===== src/rtl/fp_accum_sequencer.sv =====
// fp_accum_sequencer: streams N binary32 samples through an external adder,
// feeding the running sum back as operand x, and presents the final sum.
// Ports:
//   clk, rst            clock (rising) and async active-low reset
//   start, count        run request and sample count, sampled in IDLE
//   in_valid/in_ready   sample handshake, in_data = binary32 sample
//   add_x, add_y        adder operands (acc / operand registers)
//   add_result          adder result, captured after ADD_LAT hold cycles
//   out_valid/out_ready final-sum handshake, out_data = final sum
//   busy, nan_seen      not-idle flag; sticky NaN flag for the run
module fp_accum_sequencer #(
  parameter int ADD_LAT = 0,
  parameter int CNT_W   = 16
) (
  input  logic             clk,
  input  logic             rst,
  input  logic             start,
  input  logic [CNT_W-1:0] count,
  input  logic             in_valid,
  input  logic [31:0]      in_data,
  output logic             in_ready,
  output logic [31:0]      add_x,
  output logic [31:0]      add_y,
  input  logic [31:0]      add_result,
  output logic             out_valid,
  output logic [31:0]      out_data,
  input  logic             out_ready,
  output logic             busy,
  output logic             nan_seen
);

  localparam int WAIT_W =
    (ADD_LAT > 0) ? $clog2(ADD_LAT + 1) : 1;

  typedef enum logic [1:0] {
    IDLE,
    FETCH,
    ADD,
    DONE
  } state_t;

  state_t            state, state_d;
  logic [31:0]       acc, acc_d;
  logic [31:0]       operand, operand_d;
  logic [CNT_W-1:0]  remaining, remaining_d;
  logic [WAIT_W-1:0] wait_cnt, wait_cnt_d;
  logic [31:0]       sum, sum_d;
  logic              nan, nan_d;
  logic              res_nan;

  assign res_nan = (add_result[30:23] == 8'hFF)
                && (add_result[22:0] != 23'd0);

  always_ff @(posedge clk or negedge rst) begin
    if (!rst) begin
      state     <= IDLE;
      acc       <= '0;
      operand   <= '0;
      remaining <= '0;
      wait_cnt  <= '0;
      sum       <= '0;
      nan       <= 1'b0;
    end else begin
      state     <= state_d;
      acc       <= acc_d;
      operand   <= operand_d;
      remaining <= remaining_d;
      wait_cnt  <= wait_cnt_d;
      sum       <= sum_d;
      nan       <= nan_d;
    end
  end

  always_comb begin
    state_d     = state;
    acc_d       = acc;
    operand_d   = operand;
    remaining_d = remaining;
    wait_cnt_d  = wait_cnt;
    sum_d       = sum;
    nan_d       = nan;
    unique case (state)
      IDLE: begin
        if (start) begin
          nan_d = 1'b0;
          if (count != '0) begin
            acc_d       = 32'h0000_0000;
            remaining_d = count;
            state_d     = FETCH;
          end else begin
            sum_d   = 32'h0000_0000;
            state_d = DONE;
          end
        end
      end
      FETCH: begin
        if (in_valid) begin
          operand_d  = in_data;
          wait_cnt_d = WAIT_W'(ADD_LAT);
          state_d    = ADD;
        end
      end
      ADD: begin
        if (wait_cnt != '0) begin
          wait_cnt_d = wait_cnt - WAIT_W'(1);
        end else begin
          acc_d       = add_result;
          remaining_d = remaining - CNT_W'(1);
          nan_d       = nan | res_nan;
          // remaining never wraps: the last add goes straight to DONE
          if (remaining == CNT_W'(1)) begin
            sum_d   = add_result;
            state_d = DONE;
          end else begin
            state_d = FETCH;
          end
        end
      end
      DONE: begin
        if (out_ready) state_d = IDLE;
      end
      default: state_d = IDLE;
    endcase
  end

  assign in_ready  = (state == FETCH);
  assign out_valid = (state == DONE);
  assign busy      = (state != IDLE);
  assign add_x     = acc;
  assign add_y     = operand;
  assign out_data  = sum;
  assign nan_seen  = nan;

endmodule


===== config.mk =====
export PLATFORM = sky130hd
export DESIGN_NAME = fp_accum_sequencer
export DESIGN_NICKNAME = d
export VERILOG_FILES = /design/src/rtl/fp_accum_sequencer.sv
export SDC_FILE = /design/constraint.sdc
export NUM_CORES = 1
export LEC_CHECK = 0
export ABC_AREA = 1
export CORE_MARGIN = 2
export CORE_UTILIZATION = 49
export DETAILED_ROUTE_END_ITERATION = 12
export GPL_ROUTABILITY_DRIVEN = 0
export PLACE_DENSITY_LB_ADDON = 0.05
export SETUP_SLACK_MARGIN = 0.3
export SKIP_CTS_REPAIR_TIMING = 1
export SLEW_MARGIN = 25
export SYNTH_ARGS = -nofsm -noshare
export SYNTH_HDL_FRONTEND = slang
export SYNTH_SLANG_ARGS = --single-unit

===== constraint.sdc =====
create_clock -name clk -period 4.6 [get_ports clk]
set_clock_uncertainty 0.1 [all_clocks]
set_input_delay 1.15 -clock clk [delete_from_list [all_inputs] [get_ports clk]]
set_output_delay 1.15 -clock clk [all_outputs]
set_load 0.02 [all_outputs]

==> results of run 1 <==
[state kept, by name (all words and copies together), names as in the netlist]
name and flops:
add_x 32, out_data 32, nan_seen 1, state 2, add_y 32, remaining 16
[area by class of cell]
cell class | count | area, um2
multi-input combinational | 424 | 2066
fill | 776 | 2643
sequential | 115 | 2878
clock inverter | 9 | 103.9
timing repair buffer | 188 | 1873
tap | 136 | 170.2
clock buffer | 22 | 473.0
inverter | 56 | 210.2
[power by group]
part	switching [uW]	leakage [uW]	internal, uW
Combinational	1180	0.00199	908
Sequential	228	0.00141	1360
Clock	442	0.000283	821
[cell usage after synthesis (5+ instances only)]
library cell  number
o21ai_1           10
inv_1             55
mux2_2            30
nor2_1            70
buf_2             12
nand3b_1           5
nand3_1           61
nand4_1            8
o21ai_0           32
dfrtp_1          115
nand2_1          191
clkbuf_1           9
[per-layer routing]
layer / track usage [%] / share of wire [%]
met1: 31.05 / 40
met3: 9.262 / 8.0
met4: 8.333 / 1.4
met2: 45.37 / 51
met5: 0 / 0
[metrics by stage]
step | hold slack, ns | util, % | power, uW | instances
2_1_floorplan | 0.3707 | - | 2773 | 622
3_3_place_gp | 0.3546 | 68.94 | 3622 | 919
3_5_place_dp | 0.3575 | 68.96 | 3683 | 919
4_1_cts | 0.3718 | 74.50 | 4973 | 950
5_1_grt | 0.3823 | 74.63 | 5258 | 950
6_report | 0.3657 | 74.63 | 4947 | 950
[cell families (layout without fill, tap and decap cells)]
kind of cell    after synthesis  after routing
fa+ha+maj                     2              2
compound gates               47             47
flops                       115            115
simple gates                343            343
mux                          32             32
buf+inv                      83            275
[path summary, 6_finish.rpt]
| check | from | to | slack, ns | cells after the start |
|---|---|---|---|---|
| hold reg to reg | out_data[0]$_DFFE_PN0P_ | out_data[0]$_DFFE_PN0P_ | 0.37 | 2 |
| setup reg to reg | state[0]$_DFFE_PN0P_ | out_data[16]$_DFFE_PN0P_ | 1.90 | 8 |
| hold / removal | out_data[0]$_DFFE_PN0P_ | out_data[0]$_DFFE_PN0P_ | 0.37 | 2 |
| max in group asynchronous | rst | remaining[12]$_DFFE_PN0P_ | 3.02 | 2 |
| min in group asynchronous | rst | remaining[2]$_DFFE_PN0P_ | 0.57 | 1 |
| setup / recovery | count[13] | out_data[16]$_DFFE_PN0P_ | 1.40 | 9 |
[worst register-to-register path: cells and delay by family, from the launching register on]
family / cells / cell delay (ns)
DFF: 1 / 0.45
and+or+nand+nor: 8 / 2.04
==> results.ini, run 1 <==
[outcome]
status = finished clean

[clock_tree]
cts_sinks = 115
clk_path_buf_depth = 2
path_clk_slew_ns = 0.05
cts_buffers = 17
root_buffer = clkbuf_8
cts_tree = built
clock_latency_ns = 0.50
cts_max_level = 4

[global_routing]
grt_usage_pct = 26.45
grt_max_degree = 81
grt_first_pass_wirelength_mm = 23.73
antenna_found_initial = 0
grt_pass1_vias = 4892
grt.overflow.total = 0

[yosys]
synth_area_leaders = dfrtp_1, nand2_1, mux2_2, nand3_1, nor2_1
yosysTopAreaCell = dfrtp_1
yosys.cell_types.count = 24
synth_fa_ha_area_share_pct = 0.4734
ys_seq_area_share_pct = 54.44
yosys.area_share.xor_xnor_pct = 0
syn_area_per_cell_um2 = 8.499
netlist.area_leader.share_pct = 54.44
syn_nets = 709
synth_top_family_by_area = simple AND/OR/NAND/NOR gates
ys.warnings.count = 0
synth_mux_area_share_pct = 6.817
yosys_most_used_dff = dfrtp_1
synth_edf_count = 0
synth_compound_area_share_pct = 4.544
netlist_instances = 622
async_flop_share_pct = 100.0
syn_area_um2 = 5286
ys_ff_latch = 115
synthSimpleGateAreaFrac_pct = 26.91

[critical_path]
cp.arrival_ns = 3.49
cp-end-kind = register
crit_type = in2reg
worst_path_max_delay_cell = nand2_2
worst_setup_path_start_kind = primary input
critical_path.max_fanout = 34
crit_required_ns = 4.89
cp_top_family = simple AND/OR/NAND/NOR gates
worst_path_most_repeated_cell = nand2_1
slowest_delay_ns = 0.58
path_cells = clkdlybuf4s50_1, nor2_1, nand3_1, nor2_2, nand2_1, nand2_2, nand2_2, nand2_1, nand2_1
cp.buffers_inverters = 1

[floorplan]
pin_count = 185
chipWidth_um = 107.9
num_rows = 37
die_height_um = 107.9
core_um2 = 10420
start_util_pct = 50.75
dieArea_um2 = 11630

[route]
drc = 0
routed_via_density = 5.146
wl_per_cell_um = 15.69
firstDrtPassIters = 5
totalWireLength_mm = 14.91
vias = 4889
drt.antenna.violating_nets = 0
drtIter0Drc = 324

[place]
place_hpwl_mm = 10.32
post-place-ws_ns = 0.8884
port_buffers = 184
placed_cell_area_um2 = 7183

[finish]
postLayoutCellArea_um2 = 7774
diodes = 0
mostFrequentLayoutCells = nand2_1, clkdlybuf4s50_1, dfrtp_1
area_growth_pct = 47.05
nets = 889
layout_commonest_cell = nand2_1
drive_gt1_share_pct = 9.337

[timing]
max_slew_margin_pct = 44.26
hold_viol = 0
worst_pin_slew_ns = 0.8343
rsz0062_at_grt = no
setup_ws_ns = 1.401
setup_tns_ns = 0
finalSetupViolCount = 0
fin_crit_sh_pct = 69.55
fmaxAchievable_ghz = 0.3126
drv_slew = 0
fin_crit_ns = 3.199

[pwr]
power_density_nw_per_um2 = 636.3
p_leak_uw = 0.003686
irDropWorstVdd_mv = 0.3430

[job]
cap_violations = 0

[worst_hold_path]
hp-class = reg2reg

Power figures use the tool's default switching activity.
==> run 2, diff against run 1 <==
CORE_UTILIZATION = 41   (was 49)
clock period = 2.8 ns   (was 4.6 ns; I/O delays follow)
==> run 2 against run 1 <==
Non-clock buffer count increased by 9. Sequential share of layout area fell by 0.95 points. Sequential cell count unchanged. Via count decreased by 1.4%. Clock power grew 81%. Worst hold slack improved by 0.0025 ns. Global-route usage decreased by 3.8 points. Total power rose by 70%. Combinational power rose by 68%. Utilization decreased by 11 points. Critical path depth fell by 6.
==> results.ini, run 2 (synthesized netlist as in run 1, its figures left out) <==
[floorplan]
start_util_pct = 41.89
core_um2 = 12620
pin_count = 185
dieArea_um2 = 13820
num_rows = 41
die_height_um = 117.6
chipWidth_um = 117.6

[pwr]
netSwitchingFraction_pct = 36.23
p_switching_uw = 3047
p_clk_share_pct = 27.1
p_comb_share_pct = 41.7
irDropWorstVdd_mv = 0.4657
seq_power_share_pct = 31.1
power_density_nw_per_um2 = 1054
p_int_uw = 5364
p_leak_uw = 0.003780

[job]
cap_violations = 0

[critical_path]
worst_r2r_endpoint = out_data[26]$_DFFE_PN0P_
critical_path.max_fanout = 4
cp.arrival_ns = 1.63
r2r_cells = 8
reg2reg_slack_ns = 0.84
worst_setup_path_start_kind = register
crit_type = reg2out
r2r-start = state[0]$_DFFE_PN0P_
crit_required_ns = 2.00
cp-end-kind = output pin

[finish]
fillers = 1175
postLayoutCellArea_um2 = 7983
nets = 898
area_growth_pct = 51.01
multiInputGateArea_um2 = 2058
mostFrequentLayoutCells = nand2_1, clkdlybuf4s50_1, dfrtp_1
regArea_um2 = 2879
layout_commonest_cell = nand2_1
diodes = 0
final_cells = 995
drive_gt1_share_pct = 10.21

[outcome]
status = finished clean

[worst_hold_path]
hold_path_depth = 2
hp-class = reg2reg
min_to = out_data[12]$_DFFE_PN0P_
hold_path_startpoint = out_data[12]$_DFFE_PN0P_

[place]
place_hpwl_mm = 10.94
placed_cell_area_um2 = 7336
post-place-ws_ns = 0.1756
port_buffers = 184
dp.cells = 963

[clock_tree]
cts_sinks = 115
path_clk_slew_ns = 0.05
cts_max_level = 4
cts_buffers = 17
clk_path_buf_depth = 2
root_buffer = clkbuf_16
clock_latency_ns = 0.41
cts_tree = built

[timing]
rsz0062_at_grt = no
setup_ws_ns = 0.3694
holdWs_ns = 0.3682
hold_viol = 0
fin_crit_sh_pct = 86.81
drv_slew = 0
max_slew_margin_pct = 49.82
fmaxAchievable_ghz = 0.4114
finalSetupViolCount = 0
fin_crit_ns = 2.431
setup_tns_ns = 0
worst_pin_slew_ns = 0.7501

[route]
vias = 4822
drtIter0Drc = 347
totalWireLength_mm = 15.04
drc = 0
drt.antenna.violating_nets = 0
routed_via_density = 4.846
wl_per_cell_um = 15.11
firstDrtPassIters = 5

[global_routing]
grt_first_pass_wirelength_mm = 24.83
antenna_found_initial = 0
grt_pass1_vias = 4914
grt.overflow.total = 0
grt_max_degree = 57
grt_usage_pct = 22.60

[run 2: cell count changes in the layout (fill, tap and decap cells not counted), sizes merged]
cell           previous run  this run
buf                       5        13
clkdlybuf4s50           183       181
dlymetal6s2s              0         2
bufinv                    2         4
clkinv                    5         4
dlygate4sd3               0         1
clkbuf                   22        21
[run 2: per-stage QoR]
| stage | total power, uW | util [%] |
|---|---|---|
| after floorplan | 4555 | - |
| after global placement | 6094 | 58.13 |
| after detailed placement | 6163 | 58.13 |
| after CTS | 8478 | 63.09 |
| after global routing | 8936 | 63.26 |
| final | 8411 | 63.26 |
[run 2: cell type report]
class | count | area share (%)
multi-input combinational | 424 | 25.78
inverter | 56 | 2.633
sequential | 115 | 36.07
timing repair buffer | 197 | 24.98
tap | 172 | 2.696
clock inverter | 10 | 1.944
clock buffer | 21 | 5.893
[run 2: worst max path at each step]
stage	end	from	depth (start not counted)	slack (ns)
finish	out_valid	state[1]$_DFFE_PN0P_	3	0.37
global route	out_valid	state[1]$_DFFE_PN0P_	3	0.31
CTS	in_ready	state[1]$_DFFE_PN0P_	4	0.25
detailed placement	out_data[1]$_DFFE_PN0P_	count[13]	9	0.18
global placement	out_data[22]$_DFFE_PN0P_	count[14]	9	0.21
floorplan	out_data[24]$_DFFE_PN0P_	count[2]	9	1.04
[run 2: per-layer routing]
layer | up-vias | share of wire, % | GRT usage [%]
met1 | 2317 | 41 | 26.13
met2 | 139 | 51 | 39.62
li1 | 2348 | - | -
met3 | 18 | 6.1 | 7.219
met5 | - | 0 | 0
met4 | 0 | 1.6 | 7.681
[run 2: power by group through the flow]
stage | clock network (uW) | registers (uW) | logic, uW
3_5_place_dp | 0 | 2620 | 3540
6_report | 2280 | 2620 | 3510
5_1_grt | 2410 | 2690 | 3830
4_1_cts | 2320 | 2610 | 3550
2_1_floorplan | 0 | 3110 | 1440
3_3_place_gp | 0 | 2610 | 3490
[run 2: critical path, stage by stage (launching register included)]
cell and delay, ns:
dfrtp_1 0.45, nand2_1 0.10, inv_1 0.06, clkdlybuf4s50_1 0.62
==> run 3, diff against run 2 <==
CORE_UTILIZATION = 51   (was 41)
DONT_BUFFER_PORTS = 1   (was unset)
==> run 3 against run 2 <==
The flow now finishes with violations (hold timing). Non-clock buffer count fell by 190. First-iteration DRC count fell by 32%. Sequential share of layout area is 12 points higher. Final cell count is 23% lower. Register-to-register slack lost 0.11 ns. Via count down 15%. Setup slack better by 0.33 ns. Total power fell by 15%. Routed wire length fell by 14%.
==> results.ini, run 3 (synthesized netlist as in run 1, its figures left out) <==
[route]
firstDrtPassIters = 4
wl_met2_mm = 6.466
routed_via_density = 5.330
highest_layer = met4
wl_met3_um = 913
drtIter0Drc = 237
drt.antenna.violating_nets = 0
drc = 0
wl_met1_mm = 5.206
vias = 4104
totalWireLength_mm = 12.88
wl_per_cell_um = 16.73

[finish]
area_growth_pct = 13.07
drive_gt1_share_pct = 12.15
layout_commonest_cell = nand2_1
final_util_pct = 58.69
nets = 708
fillers = 902
diodes = 0
mostFrequentLayoutCells = nand2_1, dfrtp_1, nor2_1

[timing]
fin_crit_ns = 2.102
hold_viol = 115
max_slew_margin_pct = 42.21
fin_crit_sh_pct = 75.07
drv_slew = 0
holdWs_ns = -0.2109
rsz0062_at_grt = no
finalSetupViolCount = 0
worst_pin_slew_ns = 0.8649
setup_tns_ns = 0
fmaxAchievable_ghz = 0.4757

[floorplan]
die_height_um = 105.8
num_rows = 37
chipWidth_um = 105.8
pin_count = 185
core_um2 = 10180
dieArea_um2 = 11200
start_util_pct = 51.90

[critical_path]
cp-end-kind = output pin
crit_type = reg2out
cp.arrival_ns = 1.30
critical_path.max_fanout = 6
worst_setup_path_start_kind = register
crit_required_ns = 2.00

[pwr]
p_leak_uw = 0.002989
irDropWorstVdd_mv = 0.4976
power_density_nw_per_um2 = 1200

[outcome]
violations = hold timing
status = finished with violations

[clock_tree]
path_clk_slew_ns = 0.06
cts_buffers = 17
cts_max_level = 4
clk_path_buf_depth = 2
cts_sinks = 115
clock_latency_ns = 0.50
cts_tree = built
root_buffer = clkbuf_8

[global_routing]
antenna_found_initial = 0
grt_max_degree = 116
grt_pass1_vias = 4139
grt_usage_pct = 23.88
grt.overflow.total = 0
grt_first_pass_wirelength_mm = 20.90

[worst_hold_path]
hp-class = in2async

[place]
place_hpwl_mm = 9.028
port_buffers = 0

[job]
cap_violations = 0

run 3: changes by cell type in the layout (fill, tap and decap cells not counted), sizes merged, moves of 2 or more:
| cell | change |
|---|---|
| clkinv | -2 |
| inv | +2 |
| buf | -6 |
| clkinvlp | +2 |
| clkdlybuf4s50 | -181 |
| dlymetal6s2s | -2 |
run 3: final cells by class:
type	count	area, um2	area share [%]
sequential	115	2878	48.15
inverter	56	210.2	3.517
multi-input combinational	424	2053	34.35
clock buffer	21	449.2	7.515
tap	136	170.2	2.847
clock inverter	11	151.4	2.533
timing repair buffer	7	65.06	1.089
run 3: power by group:
part / internal [uW] / leakage [uW] / switching, uW / total, uW
sequential: 2240 / 0.00141 / 1000 / 3240
clock: 1410 / 0.000281 / 749 / 2160
combinational: 665 / 0.00130 / 1110 / 1780
total: 4310 / 0.00299 / 2860 / 7170
run 3: worst paths after layout:
path	slack [ns]	depth (start not counted)	to	start
min	-0.21	0	remaining[1]$_DFFE_PN0P_	rst
max in group asynchronous	2.64	0	out_data[23]$_DFFE_PN0P_	rst
max	0.70	2	busy	state[0]$_DFFE_PN0P_
max reg2reg	0.73	6	remaining[10]$_DFFE_PN0P_	state[1]$_DFFE_PN0P_
min reg2reg	0.43	2	remaining[14]$_DFFE_PN0P_	remaining[14]$_DFFE_PN0P_
min in group clk	0.24	2	add_x[25]$_DFFE_PN0P_	add_result[25]
run 3: metal layers:
layer / vias up / track usage (%)
met5: - / 0
met2: 142 / 38.94
met3: 20 / 9.276
met4: 0 / 9.117
met1: 1971 / 28.65
li1: 1971 / -
run 3: worst max-delay path: stages (launching register included):
cell and delay, ns:
dfrtp_1 0.44, nor2_2 0.21, inv_1 0.16
run 3: metrics by stage:
stage	power [uW]	area [um2]	instances	setup WS [ns]	hold slack, ns
after global placement	4995	5376	738	0.4667	0.3073
after global routing	7618	5977	770	0.5497	-0.2396
after floorplan	4555	5286	622	1.044	0.3044
final	7175	5977	770	0.6979	-0.2109
after CTS	7254	5977	770	0.6511	-0.2350
after detailed placement	5064	5376	738	0.4388	0.3080
